<file path="config.mk">
export PLATFORM = sky130hd
export DESIGN_NAME = div_unit
export DESIGN_NICKNAME = d
export VERILOG_FILES = /design/src/rtl/div_unit.sv
export SDC_FILE = /design/constraint.sdc
export NUM_CORES = 1
export LEC_CHECK = 0
export BUFFER_PORTS_ARGS = -buffer_cell sky130_fd_sc_hd__buf_2
export CELL_PAD_IN_SITES_DETAIL_PLACEMENT = 0
export CELL_PAD_IN_SITES_GLOBAL_PLACEMENT = 1
export CORE_MARGIN = 3
export CORE_UTILIZATION = 41
export DETAILED_ROUTE_END_ITERATION = 10
export GPL_ROUTABILITY_DRIVEN = 0
export PLACE_DENSITY = 0.78
export SKIP_CTS_REPAIR_TIMING = 1
export SYNTH_ARGS = -nofsm -noshare
export SYNTH_HDL_FRONTEND = slang
export SYNTH_SLANG_ARGS = --single-unit
</file>
<file path="constraint.sdc">
create_clock -name clk -period 3.2 [get_ports clk]
set_input_delay 0.16 -clock clk [delete_from_list [all_inputs] [get_ports clk]]
set_output_delay 0.16 -clock clk [all_outputs]
set_load 0.05 [all_outputs]
</file>
<file path="src/rtl/div_unit.sv">
// Multi-cycle restoring radix-2 integer divider for div.w/div.wu/mod.w/mod.wu.
// One quotient bit per cycle, valid/ready on request and result, flush abandons work.
module div_unit #(
  parameter int unsigned ITERS = 32
) (
  input  logic        clk,
  input  logic        resetn,
  input  logic        div_valid,
  output logic        div_ready,
  input  logic        div_signed,
  input  logic        div_is_mod,
  input  logic [31:0] div_src1,
  input  logic [31:0] div_src2,
  input  logic        div_flush,
  output logic        res_valid,
  input  logic        res_ready,
  output logic [31:0] div_result,
  output logic        busy
);

  typedef enum logic [1:0] {
    S_IDLE,
    S_CALC,
    S_FIX,
    S_DONE
  } state_t;

  state_t      state;
  state_t      state_nx;
  logic [5:0]  cnt;
  logic [63:0] rq;
  logic [31:0] dvs;
  logic        q_neg;
  logic        r_neg;
  logic        is_mod;
  logic        dz;
  logic [31:0] result_q;

  logic        hs;
  logic        last;
  logic [31:0] a_mag;
  logic [31:0] b_mag;
  logic [32:0] trial_hi;
  logic        trial_ge;
  logic [31:0] rem_sub;
  logic [31:0] q_fix;
  logic [31:0] r_fix;

  assign hs   = div_valid && (state == S_IDLE) && !div_flush;
  assign last = (cnt == 6'(ITERS - 1));

  assign a_mag = (div_signed && div_src1[31]) ? -div_src1 : div_src1;
  assign b_mag = (div_signed && div_src2[31]) ? -div_src2 : div_src2;

  // Upper 33 bits after the shift; the difference always fits in 32 bits when taken.
  assign trial_hi = rq[63:31];
  assign trial_ge = (trial_hi >= {1'b0, dvs});
  assign rem_sub  = trial_hi[31:0] - dvs;

  // Zero divisor yields all-ones quotient bits and |src1| as remainder, so only
  // the quotient needs overriding; the remainder sign fix restores src1.
  assign q_fix = dz ? '1 : (q_neg ? -rq[31:0] : rq[31:0]);
  assign r_fix = r_neg ? -rq[63:32] : rq[63:32];

  always_comb begin
    state_nx = state;
    case (state)
      S_IDLE: if (hs) state_nx = S_CALC;
      S_CALC: if (last) state_nx = S_FIX;
      S_FIX:  state_nx = S_DONE;
      S_DONE: if (res_ready) state_nx = S_IDLE;
      default: state_nx = S_IDLE;
    endcase
    if (div_flush) state_nx = S_IDLE;
  end

  always_ff @(posedge clk) begin
    if (!resetn) state <= S_IDLE;
    else         state <= state_nx;
  end

  always_ff @(posedge clk) begin
    if (!resetn) begin
      cnt      <= '0;
      rq       <= '0;
      dvs      <= '0;
      q_neg    <= 1'b0;
      r_neg    <= 1'b0;
      is_mod   <= 1'b0;
      dz       <= 1'b0;
      result_q <= '0;
    end else begin
      case (state)
        S_IDLE: begin
          if (hs) begin
            rq     <= {32'd0, a_mag};
            dvs    <= b_mag;
            q_neg  <= div_signed && (div_src1[31] ^ div_src2[31]);
            r_neg  <= div_signed && div_src1[31];
            is_mod <= div_is_mod;
            dz     <= (div_src2 == '0);
            cnt    <= '0;
          end
        end
        S_CALC: begin
          if (trial_ge) rq <= {rem_sub, rq[30:0], 1'b1};
          else          rq <= {rq[62:0], 1'b0};
          cnt <= cnt + 6'd1;
        end
        S_FIX: begin
          if (!div_flush) result_q <= is_mod ? r_fix : q_fix;
        end
        default: ;
      endcase
    end
  end

  assign div_ready  = (state == S_IDLE);
  assign busy       = (state == S_CALC) || (state == S_FIX);
  assign res_valid  = (state == S_DONE);
  assign div_result = result_q;

endmodule
</file>
==> results.yml <==
run_status:
  status: "complete, no violations"
detailed_routing:
  via_per_inst: 5.64
  postRouteAntennaNets: 0
  drt-total-wl_um: 31200
  wl_per_cell_um: 17.8
  drtIter0Drc: 743
  vias: 9926
  dr.pass1.iters: 9
  drc: 0
die:
  dieArea_um2: 26900
  fp.dieW_um: 164
  ios: 106
  start_util_pct: 41.9
  die_y_um: 164
  coreArea_um2: 24500
  rows: 57
clocking:
  cts_tree: "built"
  clock-root-buffer: "clkbuf_16"
  clock_sinks: 140
  cts_buffers: 17
  cts.clk_slew.worst_paths_ns: 0.07
  clock_latency_ns: 0.42
  cts_buffer_depth: 2
  cts_max_level: 4
finish:
  design_area_um2: 11900
  multiInputGateArea_um2: 6970
  antennaDiodeCount: 0
  nets: 1535
  final_cells: 1759
  syn2layout_area_growth_pct: 16.2
  drive_gt1_share_pct: 14.6
  nFillCells: 2438
  regArea_um2: 2800
yosys:
  synth_area_leaders: "dfxtp_1 (27%), xor2_1 (7.3%), nand2_1 (7.2%)"
  synth.top_cell.area_share_pct: 27.4
  syn_inst: 1327
  synth_seq_area_share_pct: 27.4
  ys.flop_type: "dfxtp_1"
  synth_fp_nets: 1440
  yosysUniqueCellTypes: 66
  yosysMostFrequentCell: "nand2_1"
  synth-edff-count: 0
  async_reset_ff_share_pct: 0
  synth.cells.most_frequent: "nand2_1 (197), dfxtp_1 (140), o21ai_0 (120), xor2_1 (85), clkbuf_1 (76)"
  synth-seq-cells: 140
  yosysTopAreaCell: "dfxtp_1"
  syn_area_per_cell_um2: 7.72
  ys_warn_count: 0
  syn_area_um2: 10200
grt:
  grt_max_degree: 62
  grt_pass1_wl_um: 49600
  grtUsageTotal_pct: 23.2
  grt_pass1_vias: 9120
  grt_remaining_overflow: 0
  grt_antenna_before_repair: 0
timing:
  post-route-period-util_pct: 93.4
  skew_ns: 0.0108
  setup_viol: 0
  clock.fmax_ghz: 0.334
  fin_tns_setup_ns: 0
  drv_slew: 0
  maxSlewHeadroom_pct: 22.3
  grt_setup_unrepaired: "false"
  hold_viol_final: 0
  worst_slew_pin_slew_ns: 1.16
  period_needed_ns: 2.99
setup_path:
  r2r_cells: 9
  slowest_delay_ns: 0.45
  crit_type: "reg2reg"
  crit_path_end_kind: "flop"
  worstPathArrival_ns: 3.30
  cp_num_buf_inv: 0
  r2r-start: "rq[42]"
  cp_top_family: "simple AND/OR/NAND/NOR gates"
  crit_top_cell: "or3_4"
  cp_max_fo: 5
  path_cells: "or3_4 -> or4_1 -> or2_1 -> or4_4 -> or3_4 -> o31ai_4 -> xor2_1 -> a221oi_1 -> a31o_1"
  critPathLaunchType: "flop"
  worstReg2RegEnd: "div_result[28]"
  critical-path-slowest-cell: "or4_4"
  r2r_slack_ns: 0.21
  required_ns: 3.51
power:
  total_power_w: 0.00482
  irDropWorstVdd_uv: 337
  p_leak_nw: 5.15
  powerDensity_nw_per_um2: 405
place:
  dpl.hpwl_um: 24300
  portBuffers: 105
  dp.cells: 1726
  place_area_um2: 11300
min_path:
  whs_endpoint: "dvs[0]"
  hp-class: "in2reg"
  hp-start: "div_src2[0]"
  hold_depth: 3
flow_run:
  maxCapViolations: 0
[cell type report]
cell class,count,share of cell area (%)
Multi-Input combinational cell,1052,58.5
Sequential cell,140,23.5
Timing Repair Buffer,159,7.94
Clock buffer,19,3.80
Tap cell,324,3.40
Inverter,52,1.64
Clock inverter,13,1.16
[flip-flops by register name, indices dropped and copies added (netlist names)]
name        count
rq             64
r_neg           1
cnt             6
state           2
div_result     32
q_neg           1
dz              1
dvs            32
is_mod          1
[cells in the final DEF, fill, tap and decap left out, types with 11 or more instances in the layout]
cell / instances
dfxtp_1: 140
a21boi_0: 29
o211ai_1: 11
a221oi_1: 25
nand3_1: 26
nand4_1: 13
buf_2: 105
o41ai_1: 14
buf_4: 52
nand2_1: 197
o21ai_0: 119
o211a_1: 28
o31ai_1: 28
xor2_1: 85
inv_1: 52
nor2_1: 48
nor3_1: 18
xnor2_1: 62
a21oi_1: 71
or3_1: 19
mux2i_1: 32
nor2b_1: 24
clkbuf_16: 17
or4_1: 16
ha_1: 40
a21o_1: 24
[how the worst max path moves through the flow]
stage | from | cells after the start | endpoint | slack (ns)
global placement | rq[2] | 9 | div_result[31] | 0.09
finish | rq[42] | 9 | div_result[28] | 0.21
global route | rq[42] | 9 | div_result[28] | 0.06
detailed placement | rq[2] | 9 | div_result[31] | 0.05
floorplan | rq[40] | 9 | div_result[28] | 0.29
CTS | rq[2] | 9 | div_result[31] | 0.02
[through the flow]
step	setup slack [ns]	hold slack, ns	util, %
after floorplan	0.294	0.305	-
after global placement	0.0858	0.433	46.1
after detailed placement	0.0493	0.428	46.1
after CTS	0.0202	-0.0182	48.5
after global routing	0.0561	0.0474	48.7
final	0.210	0.0556	48.7
[worst reg2reg max path, cell delays in order (launching register included)]
cell,delay [ns]
dfxtp_1,0.37
or3_4,0.38
or4_1,0.42
or2_1,0.26
or4_4,0.45
or3_4,0.37
o31ai_4,0.18
xor2_1,0.16
a221oi_1,0.09
a31o_1,0.21
[metal layers]
layer	track usage (%)	vias up	routed length, um
met1	32.7	4620	14900
met5	0	-	0
met4	6.11	0	629
li1	-	4973	-
met2	36.3	295	13900
met3	4.34	38	1830
[where the power goes]
group / switching [W] / internal [W]
Sequential: 0.0000707 / 0.00180
Combinational: 0.000567 / 0.000368
Clock: 0.000815 / 0.00119
Total: 0.00145 / 0.00337
[logic make-up after synthesis]
logic type	Yosys count	share of synthesized area, %
AO/OA/AOI/OAI	417	27.5
XOR/XNOR	147	12.6
buffers and inverters	135	4.97
AND/OR/NAND/NOR	414	19.3
adder cells (fa/ha/maj)	42	5.20
multiplexers	32	3.13
flip-flops	140	27.4
Note: power is estimated with default switching activity, not from simulation.
